File: src/rtl/boot_pkg.sv
// boot_pkg: shared states, command bytes and region codes for boot_loader_ctrl.
// BOOT_CHECKSUM_EN adds the CHECK state for the trailing sum byte.
`default_nettype none

package boot_pkg;

`ifdef BOOT_CHECKSUM_EN
  typedef enum logic [1:0] {
    ST_IDLE    = 2'd0,
    ST_PAYLOAD = 2'd1,
    ST_CHECK   = 2'd2
  } state_t;
`else
  typedef enum logic [1:0] {
    ST_IDLE    = 2'd0,
    ST_PAYLOAD = 2'd1
  } state_t;
`endif

  localparam logic [7:0] CMD_BEGIN   = 8'h42;  // 'B'
  localparam logic [7:0] CMD_GO      = 8'h47;  // 'G'
  localparam logic [7:0] CMD_WRITE   = 8'h57;  // 'W'

  localparam logic [3:0] REGION_IMEM = 4'h0;
  localparam logic [3:0] REGION_DMEM = 4'h1;

  localparam int FRAME_BYTES = 8;

endpackage

`default_nettype wire

File: src/rtl/boot_loader_ctrl_byte_timeout.sv
// byte_timeout: loadable down-counter; expired pulses on the CYCLES-th enabled cycle
// after the last clear.
`default_nettype none

module byte_timeout #(
  parameter int unsigned CYCLES = 5280
) (
  input  logic clk,
  input  logic rst,
  input  logic clear,
  input  logic enable,
  output logic expired
);

  localparam int W = $clog2(CYCLES + 1);

  logic [W-1:0] cnt;

  always_ff @(posedge clk) begin
    if (rst || clear) begin
      cnt <= W'(CYCLES);
    end else if (enable && (cnt != '0)) begin
      cnt <= cnt - W'(1);
    end
  end

  // clear wins over expiry so a byte arriving on the last cycle still counts
  assign expired = enable && !clear && (cnt == W'(1));

endmodule

`default_nettype wire

File: src/rtl/boot_loader_ctrl.sv
// boot_loader_ctrl: framed UART command sequencer writing imem/dmem and gating CPU reset.
// Optional macro BOOT_CHECKSUM_EN appends a mod-256 checksum byte to each W frame.
`default_nettype none

module boot_loader_ctrl
  import boot_pkg::*;
#(
  parameter int unsigned TIMEOUT_CYCLES = 5280,
  parameter bit          HOLD_ON_RESET  = 1'b0
) (
  input  logic        clk_in,
  input  logic        rst_in,
  input  logic [7:0]  rx_data_in,
  input  logic        rx_valid_in,
  output logic [31:0] mem_addr_out,
  output logic [31:0] mem_data_out,
  output logic        imem_we_out,
  output logic        dmem_we_out,
  output logic        cpu_rst_out,
  output logic        busy_out,
  output logic        error_out,
  output logic [15:0] write_count_out
);

  state_t      state, state_n;
  logic [2:0]  idx, idx_n;
  logic [31:0] addr_buf, addr_n;
  logic [31:0] data_buf, data_n;
  logic        commit, abort_err, cmd_begin, cmd_go;
  logic        expired;
  logic [3:0]  region;
  logic        in_range;
`ifdef BOOT_CHECKSUM_EN
  logic [7:0]  sum, sum_n;
`endif

  byte_timeout #(.CYCLES(TIMEOUT_CYCLES)) u_timeout (
    .clk     (clk_in),
    .rst     (rst_in),
    .clear   (rx_valid_in || (state == ST_IDLE)),
    .enable  (state != ST_IDLE),
    .expired (expired)
  );

  always_ff @(posedge clk_in) begin
    if (rst_in) begin
      state    <= ST_IDLE;
      idx      <= '0;
      addr_buf <= '0;
      data_buf <= '0;
`ifdef BOOT_CHECKSUM_EN
      sum      <= '0;
`endif
    end else begin
      state    <= state_n;
      idx      <= idx_n;
      addr_buf <= addr_n;
      data_buf <= data_n;
`ifdef BOOT_CHECKSUM_EN
      sum      <= sum_n;
`endif
    end
  end

  always_comb begin
    state_n   = state;
    idx_n     = idx;
    addr_n    = addr_buf;
    data_n    = data_buf;
    commit    = 1'b0;
    abort_err = 1'b0;
    cmd_begin = 1'b0;
    cmd_go    = 1'b0;
`ifdef BOOT_CHECKSUM_EN
    sum_n     = sum;
`endif
    case (state)
      ST_IDLE: begin
        if (rx_valid_in) begin
          if (rx_data_in == CMD_BEGIN) cmd_begin = 1'b1;
          if (rx_data_in == CMD_GO)    cmd_go    = 1'b1;
          if (rx_data_in == CMD_WRITE) begin
            state_n = ST_PAYLOAD;
            idx_n   = '0;
`ifdef BOOT_CHECKSUM_EN
            sum_n   = '0;
`endif
          end
        end
      end
      ST_PAYLOAD: begin
        if (rx_valid_in) begin
          idx_n = idx + 3'd1;
`ifdef BOOT_CHECKSUM_EN
          sum_n = sum + rx_data_in;
`endif
          // bytes shift in at the top so the first byte ends up least significant
          if (!idx[2]) addr_n = {rx_data_in, addr_buf[31:8]};
          else         data_n = {rx_data_in, data_buf[31:8]};
          if (idx == 3'(FRAME_BYTES - 1)) begin
`ifdef BOOT_CHECKSUM_EN
            state_n = ST_CHECK;
`else
            state_n = ST_IDLE;
            commit  = 1'b1;
`endif
          end
        end else if (expired) begin
          state_n   = ST_IDLE;
          abort_err = 1'b1;
        end
      end
`ifdef BOOT_CHECKSUM_EN
      ST_CHECK: begin
        if (rx_valid_in) begin
          state_n = ST_IDLE;
          if (rx_data_in == sum) commit    = 1'b1;
          else                   abort_err = 1'b1;
        end else if (expired) begin
          state_n   = ST_IDLE;
          abort_err = 1'b1;
        end
      end
`endif
      default: state_n = ST_IDLE;
    endcase
  end

  assign region   = addr_n[19:16];
  assign in_range = (region == REGION_IMEM) || (region == REGION_DMEM);

  always_ff @(posedge clk_in) begin
    if (rst_in) begin
      mem_addr_out    <= '0;
      mem_data_out    <= '0;
      imem_we_out     <= 1'b0;
      dmem_we_out     <= 1'b0;
      cpu_rst_out     <= HOLD_ON_RESET;
      error_out       <= 1'b0;
      write_count_out <= '0;
    end else begin
      mem_addr_out <= (commit && in_range) ? addr_n : 32'h0;
      mem_data_out <= (commit && in_range) ? data_n : 32'h0;
      imem_we_out  <= commit && (region == REGION_IMEM);
      dmem_we_out  <= commit && (region == REGION_DMEM);
      if (cmd_begin)   cpu_rst_out <= 1'b1;
      else if (cmd_go) cpu_rst_out <= 1'b0;
      if (cmd_begin)                             error_out <= 1'b0;
      else if (abort_err || (commit && !in_range)) error_out <= 1'b1;
      if (cmd_begin)                write_count_out <= '0;
      else if (commit && in_range)  write_count_out <= write_count_out + 16'd1;
    end
  end

  assign busy_out = (state != ST_IDLE);

endmodule

`default_nettype wire

File: config.mk
export PLATFORM = sky130hd
export DESIGN_NAME = boot_loader_ctrl
export DESIGN_NICKNAME = d
export VERILOG_FILES = /design/src/rtl/boot_pkg.sv /design/src/rtl/boot_loader_ctrl_byte_timeout.sv /design/src/rtl/boot_loader_ctrl.sv
export SDC_FILE = /design/constraint.sdc
export NUM_CORES = 1
export LEC_CHECK = 0
export BUFFER_PORTS_ARGS = -buffer_cell sky130_fd_sc_hd__buf_2
export CORE_UTILIZATION = 30
export CTS_CLUSTER_DIAMETER = 40
export DETAILED_ROUTE_END_ITERATION = 10
export PLACE_DENSITY_LB_ADDON = 0.12
export SKIP_LAST_GASP = 1
export SYNTH_ARGS = -nofsm -noshare
export SYNTH_HDL_FRONTEND = slang
export SYNTH_SLANG_ARGS = --single-unit
File: constraint.sdc
create_clock -name clk_in -period 2.5 [get_ports clk_in]
set_clock_uncertainty 0.1 [all_clocks]
set_input_delay 0.125 -clock clk_in [delete_from_list [all_inputs] [get_ports clk_in]]
set_output_delay 0.125 -clock clk_in [all_outputs]
set_load 0.05 [all_outputs]
# Word-level counts from Yosys, hierarchy flattened
# Index checks and enable logic that the tools add are counted.
# W data, S select, Z words.
totals:
  memories: 0
  mem_bits_rw: 0
  mem_bits_ro: 0
  reg_bits: 166
  latchBits: 0
classes:
  bitwise: 1
  n_mul: 0
  shift: 0
  eq_ne: 12
  magnitude_cmp: 0
  muxes: 30
  n_addsub: 3
  div: 0
  reduce_logical: 23
op_table:
  columns: ["operator", "n"]
  rows:
  - ["$mux W32", 6]
  - ["$eq A8 B7 Y1 const B", 3]
  - ["$add A16 B1 Y16 const B", 1]
  - ["$mux W1", 14]
  - ["$eq A13 B1 Y1 const B", 1]
  - ["$reduce_bool A13 Y1", 1]
  - ["$sub A13 B1 Y13 const B", 1]
  - ["$mux W2", 5]
  - ["$mux W3", 3]
  - ["$reduce_and A4 Y1", 2]
  - ["$logic_and A1 B1 Y1", 7]
  - ["$ne A3 B3 Y1 const B", 2]
  - ["$pmux W3 S2", 1]
  - ["$reduce_bool A2 Y1", 3]
  - ["$eq A4 B1 Y1 const B", 1]
  - ["$logic_not A4 Y1", 1]
  - ["$logic_or A1 B1 Y1", 4]
  - ["$ne A2 B2 Y1 const B", 2]
  - ["$pmux W2 S2", 1]
  - ["$reduce_or A2 Y1", 2]
  - ["$add A3 B1 Y3 const B", 1]
  - ["$eq A3 B3 Y1 const B", 1]
  - ["$eq A2 B1 Y1 const B", 1]
  - ["$logic_not A1 Y1", 2]
  - ["3 further kinds", 3]

# Longest topological paths before layout
depth:
  ltp_word: 9
  ltp_mapped: 8
  ltp_nobuf: 6

# Modules after synthesis
# From an unflattened synthesis, not the netlist that was laid out.
unflattened:
  cells_unflattened: 644
  hier_area_um2: 5855.6
modules_own_cells:
  columns: ["module", "area_each_um2", "cells_each", "instances", "seq_area_each_um2"]
  rows:
  - ["boot_loader_ctrl", 5132.4, 558, 1, 3042.9]
  - ["byte_timeout", 723.2, 86, 1, 260.2]

# Worst setup path after synthesis
# Ideal clock, no wire load.
synth_path:
  path_kind: "reg-to-reg"
  from: "reg write_count_out[0]"
  to: "reg write_count_out[14]"
  path_stages_with_launch: 6
  t_arrival_ns: 2.200
  period_less_slack_ns: 2.371
  path_buffers: 0
  required_time_ns: 2.330
  setup_time_ns: 0.070
  path_slack_ns: 0.129
  path_cell_list: "dfxtp_1 -> ha_1 -> nand2_1 -> or4_1 -> or4_1 -> a21oi_1"
synth_via:
  elab_chain_len: 1
synth_lines:
  columns: ["element", "line_no", "rtl"]
  rows:
  - ["start, declared", "boot_loader_ctrl.sv:22", "output logic [15:0] write_count_out"]
  - ["start signal, assigned", "boot_loader_ctrl.sv:151", "else if (commit && in_range) write_count_out <= write_count_out + 16'd1;"]
  - ["$add A16 B1 Y16", "boot_loader_ctrl.sv:151", null]
# Every way passes these cells.
# A chain may end at the register's enable or synchronous reset.

# Worst setup path in the final report
layout_path:
  from: "reg idx[0]"
  to: "reg write_count_out[14]"
layout_via:
  elab_chain_len: 5
layout_lines:
  columns: ["element", "line_no", "rtl"]
  rows:
  - ["start, declared", "boot_loader_ctrl.sv:26", "logic [2:0] idx, idx_n;"]
  - ["start signal, assigned", "boot_loader_ctrl.sv:56", "idx <= idx_n;"]
  - ["$eq A3 B3 Y1", "boot_loader_ctrl.sv:100", "if (idx == 3'(FRAME_BYTES - 1)) begin"]
  - ["$mux W1", "boot_loader_ctrl.sv:100", null]
  - ["$mux W1", "boot_loader_ctrl.sv:92", "if (rx_valid_in) begin"]
  - ["$mux W1", "boot_loader_ctrl.sv:77", "case (state)"]
  - ["$logic_and A1 B1 Y1", "boot_loader_ctrl.sv:151", null]
# Every way passes these cells.

==> impl_table.tex <==
\begin{tabular}{lr}
\hline
Metric & Value \\
\hline
\multicolumn{2}{l}{\textbf{Placed design}} \\
\quad Area of placed instances & 0.00663 mm\^{}2 \\
\quad I/O Buffers & 95 \\
\quad Half-perimeter wire length after placement & 9300 um \\
\quad Final RePlAce weighted congestion & 0.753 \\
\quad Setup WS pre-CTS & between 0.1 and 0.15 ns \\
\multicolumn{2}{l}{\textbf{Synthesis}} \\
\quad Count of different cell masters after synthesis & 45 \\
\quad Number of enable-type register cells in the synthesized netlist & 0 \\
\quad Cells after synthesis & between 600 and 700 \\
\quad Yosys top cell by area & sky130\_fd\_sc\_hd\_\_dfxtp\_1 \\
\quad Dominant synthesized flop cell & sky130\_fd\_sc\_hd\_\_dfxtp\_1 \\
\quad Area share of the leading cell type in the synthesized netlist & 0.564 \\
\quad Post-synthesis compound-gate area fraction & 0.115 \\
\quad Largest family of logic cells by synthesized area & simple AND/OR/NAND/NOR gates \\
\quad Register bit count reported by yosys & between 150 and 200 \\
\quad Warning count from the yosys run & 0 \\
\quad Ys async rst share & 0 \\
\quad Xor-xnor portion of the synthesized cell area & 0.0105 \\
\quad Mean instance size in the synthesized netlist & 9.10 um\^{}2 \\
\quad Share of synthesized area spent on multiplexers & 0.00705 \\
\quad Top cells by area, synth & sky130\_fd\_sc\_hd\_\_dfxtp\_1 56\%, sky130\_fd\_sc\_hd\_\_nand2\_1 8.6\%, sky130\_fd\_sc\_hd\_\_a21oi\_1 7.3\%, sky130\_fd\_sc\_hd\_\_and2\_1 6.5\%, sky130\_fd\_sc\_hd\_\_clkbuf\_1 2.4\% \\
\quad Adder and majority cell fraction of the synthesized area & 0.0128 \\
\quad Sequential area share after synthesis & 0.564 \\
\quad Simple logic cell fraction of the synthesized area & 0.259 \\
\quad Cell area after synthesis & about 0.006 mm\^{}2 \\
\multicolumn{2}{l}{\textbf{CTS}} \\
\quad H-tree depth & 4 \\
\quad Worst skew pair latency & 0.43 ns \\
\quad Max Buffers Root-to-Sink & 2 \\
\quad Number of buffers inserted by post-CTS setup repair & 0 \\
\quad Root Driver & sky130\_fd\_sc\_hd\_\_clkbuf\_16 \\
\quad Clock-pin slew on the worst setup and hold paths & about 0.070 ns \\
\quad Number of buffers created by CTS & 17 \\
\quad Clock tree from TritonCTS & built \\
\quad Clock sinks & 165 \\
\multicolumn{2}{l}{\textbf{Finish}} \\
\quad Total Nets Final & roughly 760 \\
\quad Fraction of final layout cells with drive strength greater than 1 & 0.197 \\
\quad Final standard cell utilization of the core & 0.388 \\
\quad Antenna Cells & 0 \\
\quad Synth-to-Final Area Change & 25.4\% \\
\quad Post-route cell area & between 0.007 and 0.008 mm\^{}2 \\
\multicolumn{2}{l}{\textbf{Routing}} \\
\quad DRC & 0 \\
\quad Count of routing violations after the opening detailed-route iteration & 250 \\
\quad DRT Pass-1 Iters & 4 \\
\quad Detailed-route vias per instance & 4.65 \\
\quad Total wirelength of the detailed-routed design & about 14000 um \\
\quad Routed len/inst & 14.1 um \\
\quad Antenna Nets Post-Route & 0 \\
\quad Vias & 4720 \\
\multicolumn{2}{l}{\textbf{Timing}} \\
\quad Final setup TNS & 0 ns \\
\quad Number of hold violations in the final report & 0 \\
\quad Crit path time final & 2.32 ns \\
\quad Maximum operating frequency & 431 MHz \\
\quad RSZ-0062 raised after global routing & false \\
\quad Transition time of the tightest slew-check pin & 0.803 ns \\
\quad Fin. max-slew vios & 0 \\
\quad Final critical-path setup slack & 0.178 ns \\
\quad Final-report setup violation count & 0 \\
\quad Worst Hold Margin & 0.102 ns \\
\quad Remaining max-slew budget at the tightest pin & 0.460 \\
\quad Fin crit share & 0.929 \\
\multicolumn{2}{l}{\textbf{Floorplan}} \\
\quad IO Count & 96 \\
\quad Die outline width & around 140 um \\
\quad Std cell rows & 50 \\
\quad Overall die area & 0.0201 mm\^{}2 \\
\quad Initial Utilization & 0.310 \\
\quad Die Y & $\sim$140 um \\
\quad Core area & 0.0189 mm\^{}2 \\
\multicolumn{2}{l}{\textbf{Worst hold path}} \\
\quad Worst Hold Launch & rx\_valid\_in \\
\quad Cell depth of the worst hold path & 4 \\
\quad Worst Hold Endpoint & state[0]\$\_SDFFE\_PP0P\_ \\
\quad Min-delay worst type & in -> reg \\
\multicolumn{2}{l}{\textbf{Worst setup path}} \\
\quad Crit path max fanout & 6 \\
\quad Worst r2r path cells & 6 \\
\quad Startpoint of the most critical register-to-register path & idx[0]\$\_SDFFE\_PP0P\_ \\
\quad Slack of the worst reg-to-reg path & 0.18 ns \\
\quad Data arrival, critical path & 2.58 ns \\
\quad Element type at the critical path end & register \\
\quad Data required time at the worst endpoint & 2.75 ns \\
\quad Crit path launch type & register \\
\quad Start-to-end type of the worst setup path & reg -> reg \\
\quad Crit path launch & idx[0]\$\_SDFFE\_PP0P\_ \\
\quad Crit Reg-Reg Endpoint & write\_count\_out[14]\$\_SDFFE\_PP0P\_ \\
\multicolumn{2}{l}{\textbf{Global routing}} \\
\quad Via count of the first global-routing pass & 4506 \\
\quad Initial antenna violation count & 0 \\
\quad Overall overflow remaining after global route & 0 \\
\quad Wire length of the first global-routing pass & 22800 um \\
\quad Global router's overall resource usage & 0.145 \\
\quad Pin count of the biggest net entering global routing & 61 \\
\multicolumn{2}{l}{\textbf{Pwr}} \\
\quad Power density cells & 742 mW/mm\^{}2 \\
\quad Worst vdd ir & $\sim$0.47 mV \\
\quad Leakage & 2.85 nW \\
\multicolumn{2}{l}{\textbf{Outcome}} \\
\quad Result of the run & complete, no violations \\
\multicolumn{2}{l}{\textbf{Job}} \\
\quad Max-cap viol count & 0 \\
\hline
\end{tabular}
-- synthesized netlist by cell type (all sizes together), types with 2 or more instances --
library cell / n
a211oi: 2
a21oi: 85
a311oi: 3
a31oi: 4
and2: 61
and3: 4
and4: 3
buf: 2
clkbuf: 37
dfxtp: 165
ha: 6
inv: 8
mux2i: 3
nand2: 134
nand2b: 4
nand3: 12
nand3b: 4
nand4: 5
nand4bb: 2
nor2: 18
nor3: 6
nor4: 5
nor4b: 3
nor4bb: 2
o21ai: 8
o31ai: 13
or2: 2
or3: 5
or3b: 2
or4: 18
xnor2: 7
-- routing by layer --
layer	GRT usage	part of all wire	wire length, um	up-vias
met4	0.0673	0.020	286	0
met2	0.221	0.45	6450	97
li1	-	-	-	2387
met3	0.0354	0.042	594	22
met1	0.193	0.49	6950	2214
met5	0	0	0	-
-- layout make-up --
type	instances	area (um^2)
repair buffers	116	666
clock inverters	12	165
flip-flops and latches	165	3300
inverters	8	30.0
clock buffers	20	447
multi-input cells	434	2400
well taps	260	325
fillers	1974	11600
-- state kept, by name (all words and copies together), names as in the netlist --
| name | cells |
|---|---|
| data_buf | 32 |
| imem_we_out | 1 |
| idx | 3 |
| write_count_out | 16 |
| mem_addr_out | 32 |
| u_timeout.cnt | 13 |
| state | 1 |
| cpu_rst_out | 1 |
| error_out | 1 |
| addr_buf | 32 |
| dmem_we_out | 1 |
| mem_data_out | 32 |
-- worst max path at each step --
stage	to	slack (ns)	cells after the start
finish	write_count_out[14]$_SDFFE_PP0P_	0.18	6
global placement	write_count_out[15]$_SDFFE_PP0P_	0.20	6
floorplan	write_count_out[14]$_SDFFE_PP0P_	0.13	5
CTS	mem_addr_out[15]$_SDFF_PP0_	0.13	6
global route	write_count_out[14]$_SDFFE_PP0P_	0.08	6
detailed placement	mem_data_out[12]$_SDFF_PP0_	0.15	6
-- worst max-delay path, cell delays in order, from the launching register on --
cell	delay [ns]
sky130_fd_sc_hd__dfxtp_1	0.36
sky130_fd_sc_hd__ha_1	0.16
sky130_fd_sc_hd__ha_1	0.19
sky130_fd_sc_hd__nand3_1	0.13
sky130_fd_sc_hd__or4_1	0.66
sky130_fd_sc_hd__or4_1	0.51
sky130_fd_sc_hd__a21oi_1	0.14
-- placed cells by master (no fill, tap or decap), types with 2 or more instances in the layout --
master                          netlist  routed
sky130_fd_sc_hd__a211oi_1             2       2
sky130_fd_sc_hd__a21oi_1             85      85
sky130_fd_sc_hd__a311oi_1             3       3
sky130_fd_sc_hd__a31oi_1              4       4
sky130_fd_sc_hd__and2_1              61      61
sky130_fd_sc_hd__and3_1               4       4
sky130_fd_sc_hd__and4_1               3       3
sky130_fd_sc_hd__buf_2                2      95
sky130_fd_sc_hd__buf_4                0      12
sky130_fd_sc_hd__bufinv_16            0       3
sky130_fd_sc_hd__clkbuf_1            37       2
sky130_fd_sc_hd__clkbuf_16            0      17
sky130_fd_sc_hd__clkinvlp_4           0       2
sky130_fd_sc_hd__conb_1               1       3
sky130_fd_sc_hd__dfxtp_1            165     165
sky130_fd_sc_hd__dlygate4sd3_1        0       8
sky130_fd_sc_hd__ha_1                 6       6
sky130_fd_sc_hd__inv_1                8       8
sky130_fd_sc_hd__inv_6                0       5
sky130_fd_sc_hd__mux2i_1              3       3
sky130_fd_sc_hd__nand2_1            134     134
sky130_fd_sc_hd__nand2b_1             4       4
sky130_fd_sc_hd__nand3_1             12      12
sky130_fd_sc_hd__nand3b_1             4       4
sky130_fd_sc_hd__nand4_1              5       5
sky130_fd_sc_hd__nand4bb_1            2       2
sky130_fd_sc_hd__nor2_1              18      17
sky130_fd_sc_hd__nor2_4               0       2
sky130_fd_sc_hd__nor3_1               6       6
sky130_fd_sc_hd__nor4_1               4       4
sky130_fd_sc_hd__nor4b_1              2       2
sky130_fd_sc_hd__nor4bb_1             2       2
sky130_fd_sc_hd__o21ai_0              8       7
sky130_fd_sc_hd__o31ai_1             13      13
sky130_fd_sc_hd__or2_2                2       2
sky130_fd_sc_hd__or3_1                5       5
sky130_fd_sc_hd__or4_1               17      16
sky130_fd_sc_hd__or4_4                1       2
sky130_fd_sc_hd__xnor2_1              7       7
-- repair_timing --
action	in CTS	in global routing
endpoints found under the setup margin	0	61
endpoints found under the hold margin	17	0
hold buffers	8	0
resized for setup	0	2
-- report_power, final --
| group | total, mW | internal (mW) | switching, mW |
|---|---|---|---|
| logic | 0.0827 | 0.0271 | 0.0556 |
| registers | 2.63 | 2.63 | 0.000641 |
| clock network | 2.73 | 1.62 | 1.11 |
| total | 5.44 | 4.28 | 1.17 |
-- logic make-up (layout without fill, tap and decap cells) --
group | after synthesis | count (layout)
simple gates | 293 | 294
fa+ha+maj | 6 | 6
other cells | 1 | 3
compound gates | 120 | 120
flops | 165 | 165
xor+xnor | 7 | 7
buf+inv | 47 | 156
mux | 4 | 4
-- stage by stage --
step	total power, mW	instances
detailed placement	2.76	974
global route	5.64	1015
floorplan	2.73	645
CTS	5.52	1014
global placement	2.76	974
finish	5.44	1015
No activity file was read; power rests on OpenSTA's default activity.
